File: config.mk
export PLATFORM = sky130hd
export DESIGN_NAME = rf_wport_arb
export DESIGN_NICKNAME = d
export VERILOG_FILES = /design/src/rtl/rf_wport_arb.sv
export SDC_FILE = /design/constraint.sdc
export NUM_CORES = 1
export LEC_CHECK = 0
export CORE_MARGIN = 4
export CORE_UTILIZATION = 52
export CTS_CLUSTER_SIZE = 20
export DETAILED_ROUTE_END_ITERATION = 8
export GPL_TIMING_DRIVEN = 0
export PLACE_DENSITY = 0.8
export SLEW_MARGIN = 40
export SYNTH_ARGS = -nofsm -noshare
export SYNTH_HDL_FRONTEND = slang
export SYNTH_SLANG_ARGS = --single-unit
File: constraint.sdc
create_clock -name clk -period 3.4 [get_ports clk]
set_input_delay 0.51 -clock clk [delete_from_list [all_inputs] [get_ports clk]]
set_output_delay 0.51 -clock clk [all_outputs]
set_load 0.01 [all_outputs]
File: src/rtl/rf_wport_arb.sv
// Register-file write-port arbiter: WB stage vs. multi-cycle unit results (FIFO + scoreboard).
// Optional macro RF_WPORT_BYPASS_EN adds head-of-FIFO forwarding ports for decode.
module rf_wport_arb #(
  parameter int FIFO_DEPTH = 2,
  parameter int STARVE_MAX = 8
) (
  input  logic        clk,
  input  logic        rst_n,
  input  logic        wb_we,
  input  logic [4:0]  wb_w_addr,
  input  logic [31:0] wb_w_data,
  output logic        wb_stall,
  input  logic        mu_valid,
  output logic        mu_ready,
  input  logic [4:0]  mu_w_addr,
  input  logic [31:0] mu_w_data,
  input  logic        mu_issue,
  input  logic [4:0]  mu_issue_addr,
  input  logic [4:0]  rs_a_addr,
  input  logic [4:0]  rs_b_addr,
  output logic        rs_a_busy,
  output logic        rs_b_busy,
`ifdef RF_WPORT_BYPASS_EN
  output logic        rs_a_fwd_sel,
  output logic        rs_b_fwd_sel,
  output logic [31:0] rs_fwd_data,
`endif
  output logic        rf_we,
  output logic [4:0]  rf_w_addr,
  output logic [31:0] rf_w_data
);

  localparam int PTR_W = $clog2(FIFO_DEPTH);
  localparam int CNT_W = PTR_W + 1;
  localparam int SC_W  = $clog2(STARVE_MAX + 1);

  logic [4:0]       fifo_addr_mem [FIFO_DEPTH];
  logic [31:0]      fifo_data_mem [FIFO_DEPTH];
  logic [PTR_W-1:0] wr_ptr_reg;
  logic [PTR_W-1:0] rd_ptr_reg;
  logic [CNT_W-1:0] count_reg;
  logic [SC_W-1:0]  starve_reg;
  logic [31:0]      sb_reg;
  logic             rf_we_reg;
  logic [4:0]       rf_w_addr_reg;
  logic [31:0]      rf_w_data_reg;

  logic        fifo_empty;
  logic        fifo_full;
  logic        push;
  logic        force_pop;
  logic        grant_fifo;
  logic        grant_wb;
  logic [4:0]  head_addr;
  logic [31:0] head_data;
  logic [4:0]  grant_addr;
  logic [31:0] grant_data;
  logic [31:0] set_mask;
  logic [31:0] clr_mask;

  assign fifo_empty = (count_reg == '0);
  assign fifo_full  = (count_reg == CNT_W'(FIFO_DEPTH));
  // Readiness comes from the registered count only, so a same-cycle pop never frees a slot early.
  assign mu_ready   = !fifo_full;
  assign push       = mu_valid && mu_ready;
  assign force_pop  = (starve_reg == SC_W'(STARVE_MAX)) && !fifo_empty;
  assign head_addr  = fifo_addr_mem[rd_ptr_reg];
  assign head_data  = fifo_data_mem[rd_ptr_reg];

  always_comb begin
    grant_fifo = 1'b0;
    grant_wb   = 1'b0;
    wb_stall   = 1'b0;
    if (force_pop) begin
      grant_fifo = 1'b1;
      wb_stall   = wb_we;
    end else if (wb_we) begin
      grant_wb   = 1'b1;
    end else if (!fifo_empty) begin
      grant_fifo = 1'b1;
    end
  end

  assign grant_addr = grant_fifo ? head_addr : wb_w_addr;
  assign grant_data = grant_fifo ? head_data : wb_w_data;

  // Per-bit scoreboard masks; R31 is hardwired zero and never tracked.
  genvar gi;
  generate
    for (gi = 0; gi < 31; gi++) begin : g_set
      assign set_mask[gi] = mu_issue && (mu_issue_addr == 5'(gi));
    end
    for (gi = 0; gi < 32; gi++) begin : g_clr
      assign clr_mask[gi] = grant_fifo && (head_addr == 5'(gi));
    end
  endgenerate
  assign set_mask[31] = 1'b0;

  always_ff @(posedge clk) begin
    if (push) begin
      fifo_addr_mem[wr_ptr_reg] <= mu_w_addr;
      fifo_data_mem[wr_ptr_reg] <= mu_w_data;
    end
  end

  always_ff @(posedge clk or negedge rst_n) begin
    if (!rst_n) begin
      wr_ptr_reg    <= '0;
      rd_ptr_reg    <= '0;
      count_reg     <= '0;
      starve_reg    <= '0;
      sb_reg        <= '0;
      rf_we_reg     <= 1'b0;
      rf_w_addr_reg <= '0;
      rf_w_data_reg <= '0;
    end else begin
      if (push)
        wr_ptr_reg <= wr_ptr_reg + 1'b1;
      if (grant_fifo)
        rd_ptr_reg <= rd_ptr_reg + 1'b1;
      case ({push, grant_fifo})
        2'b10:   count_reg <= count_reg + 1'b1;
        2'b01:   count_reg <= count_reg - 1'b1;
        default: count_reg <= count_reg;
      endcase
      if (grant_fifo || fifo_empty)
        starve_reg <= '0;
      else if (grant_wb && (starve_reg != SC_W'(STARVE_MAX)))
        starve_reg <= starve_reg + 1'b1;
      // Set after clear so a re-issue in the commit cycle keeps the register pending.
      sb_reg    <= (sb_reg & ~clr_mask) | set_mask;
      rf_we_reg <= (grant_fifo || grant_wb) && (grant_addr != 5'd31);
      if (grant_fifo || grant_wb) begin
        rf_w_addr_reg <= grant_addr;
        rf_w_data_reg <= grant_data;
      end
    end
  end

  assign rf_we     = rf_we_reg;
  assign rf_w_addr = rf_w_addr_reg;
  assign rf_w_data = rf_w_data_reg;

`ifdef RF_WPORT_BYPASS_EN
  assign rs_a_fwd_sel = grant_fifo && (head_addr == rs_a_addr) && (head_addr != 5'd31);
  assign rs_b_fwd_sel = grant_fifo && (head_addr == rs_b_addr) && (head_addr != 5'd31);
  assign rs_fwd_data  = head_data;
  assign rs_a_busy    = sb_reg[rs_a_addr] && !rs_a_fwd_sel;
  assign rs_b_busy    = sb_reg[rs_b_addr] && !rs_b_fwd_sel;
`else
  assign rs_a_busy = sb_reg[rs_a_addr];
  assign rs_b_busy = sb_reg[rs_b_addr];
`endif

endmodule

==> out/qor.yml, run 1 <==
p_comb_share_pct: 33.4
rsz0062_at_grt: "no"
clockRootBuffer: "clkbuf_16"
portBuffers: 131
largest_reg_flops: 64
crit_path_end_kind: "primary output"
synth_top_cell_by_area: "edfxtp_1"
sequentialPowerShare_pct: 41.2
die_area_mm2: 0.0151
final_cells: 926
fin_tns_setup_ps: 0
diodes: 0
status: "completed"
leakage_uw: 0.00360
cts-htree-levels: 4
tightest_slew_ps: 616
wl_um: 18900
drv_cap: 0
core-area_mm2: 0.0128
start_util_pct: 53.6
ys_async_sr_fraction_pct: 51.3
period_needed_ps: 3060
fp-row-count: 41
synth.yosys.warnings: 0
p_clk_share_pct: 25.4
synth_top_area_share_pct: 32.4
clk_pin_slew_ps: 60
synth-main-ff-cell: "dfrtp_1"
clock_skew_ps: 7.12
grt-ovfl-total: 0
die_x_um: 123
ir_worst_vdd_uv: 465
relSlewSlack_pct: 59.0
grt_pass1_vias: 5684
viasPerCell: 5.75
dpl_cell_area_mm2: 0.00847
fillers: 828
critPathLaunchType: "primary input"
yosys-top-cells-area: "edfxtp_1 32%, dfrtp_1 28%, mux2i_1 9.8%"
nets: 838
final_cell_area_mm2: 0.00908
cp.required_ps: 2890
fin_crit_sh_pct: 90.0
worstSkewPairLatency_ps: 410
grt_pass1_wl_um: 29700
crit_buf_inv: 2
power_density_mw_per_mm2: 805
worstSetupPathType: "primary input to primary output"
cp_top_family: "buffers and inverters"
dp_slack_ps: 361
grt_max_degree: 60
r2r_cells: 8
finalHoldViolations: 0
antenna_found_initial: 0
antenna_left: 0
drc: 0
cp_num_cells: 7
hold_path_depth: 2
cts_tree: "built"
avgSynthCellArea_um2: 11.7
syn-cell-area_mm2: 0.00685
drt_iter0_markers: 346
synth_cells: 587
post_cts_buffers: 0
grt_usage_pct: 26.2
synth_edf_count: 74
vias: 5327
synth_seq_area_share_pct: 60.9
crit_path_frequent_cell: "clkdlybuf4s50_1"
dpl.hpwl_um: 13400
numClockSinks: 152
final_common_cell: "clkdlybuf4s50_1"
cts_made_buffers: 17
drive_above_1_share_pct: 7.29
fmax_ghz: 0.327
fin_ws_ps: 340
ys_types: 43
arrival_ps: 2550
swShare_pct: 33.0
max-clock-path-buffers: 2
worst-path-max-fanout: 4
cp_slowest_cell: "clkdlybuf4s50_1"
worstHoldPathType: "flip-flop to flip-flop"
area_growth_pct: 32.5
p_switching_uw: 2410
setup_viol: 0
dp_cells: 893
internal-power_uw: 4900
report.final.slew_viol_count: 0
layout_common_cells: "130 x clkdlybuf4s50_1, 109 x nand2_1, 78 x dfrtp_1"
cts_resized: 0
dieHeight_um: 123
dr.pass1.iters: 5
io_pins: 136
critPathMaxStageDelay_ps: 510
syn_nets: 684
hold_buffers: 1
wl_per_cell_um: 20.4
synth-seq-cells: 152
gp_congestion: 0.897
cp_cell_sequence: "clkdlybuf4s50_1 > nor2b_1 > a22oi_1 > nand4b_1 > a21oi_1 > a311o_1 > clkdlybuf4s50_1"
==> cell type report <==
type | count | area, um2 | area share [%]
Clock inverter | 4 | 25.0 | 0.276
Tap cell | 172 | 215 | 2.37
Sequential cell | 152 | 4170 | 46.0
Clock buffer | 28 | 571 | 6.28
Inverter | 6 | 22.5 | 0.248
Multi-Input combinational cell | 401 | 2510 | 27.6
Timing Repair Buffer | 135 | 1410 | 15.5
Buffer | 28 | 156 | 1.72
==> cell usage after synthesis (7+ instances only) <==
cell      instances
nand3_1          44
o21ai_0          31
dfrtp_1          78
mux2i_1          67
edfxtp_1         74
nor3_1            7
a21oi_1          10
buf_4             8
nand2_1         109
a22oi_1           8
nor2b_1          12
clkbuf_1         13
o211ai_1         32
nor2_1           21
nand2b_1         14
==> final timing paths <==
path                                      end     startpoint  slack [ps]
worst min-delay path             rf_w_addr[2]   rf_w_addr[2]         490
min in group asynchronous       rf_w_data[14]          rst_n         500
worst min register to register   rf_w_addr[2]   rf_w_addr[2]         490
max in group asynchronous          sb_reg[19]          rst_n        2340
worst max-delay path                rs_b_busy   rs_b_addr[0]         340
worst max register to register  rf_w_data[10]  starve_reg[0]        1320
==> metal layers <==
metal  share of wire (%)  global-route usage [%]  wire [um]
met1                  38                    31.4       7270
met2                  51                    45.1       9650
met3                 7.6                    7.47       1440
met4                 2.9                    9.38        546
met5                   0                       0          0
==> tightest hold or removal path, cell delays in order, from the launching register on <==
cell,delay (ps)
dfrtp_1,340
nand2_1,40
o21ai_0,70
==> through the flow <==
stage / hold WS, ps / total power, uW / util (%)
detailed placement: 368 / 5430 / 66.3
CTS: 491 / 7320 / 71.1
finish: 491 / 7310 / 71.1
global route: 506 / 7670 / 71.1
global placement: 465 / 5280 / 65.6
floorplan: 214 / 4280 / -
==> power by group through the flow <==
stage	sequential, uW	combinational (uW)	clock [uW]
after floorplan	3000	1290	0
after global placement	3000	2280	0
after detailed placement	3020	2410	0
after CTS	3000	2450	1860
after global routing	3070	2640	1950
final	3010	2440	1860
==> cells by family after synthesis <==
group / Yosys count / share of synthesized area, %
adder cells (fa/ha/maj): 3 / 0.548
flip-flops: 152 / 60.9
AND/OR/NAND/NOR: 220 / 14.8
buffers and inverters: 34 / 2.61
XOR/XNOR: 7 / 0.895
AO/OA/AOI/OAI: 103 / 10.2
multiplexers: 68 / 10.0
(Power assumes the default switching activity.)
==> run 2, diff against run 1 <==
--- a/config.mk
+++ b/config.mk
@@ -10,6 +10,7 @@
 export CTS_CLUSTER_SIZE = 20
 export DETAILED_ROUTE_END_ITERATION = 8
 export GPL_TIMING_DRIVEN = 0
+export HOLD_SLACK_MARGIN = 0.02
 export PLACE_DENSITY = 0.8
 export SLEW_MARGIN = 40
 export SYNTH_ARGS = -nofsm -noshare
==> results of run 2 <==
No change in the layout: final DEF, timing and power equal those of run 1.
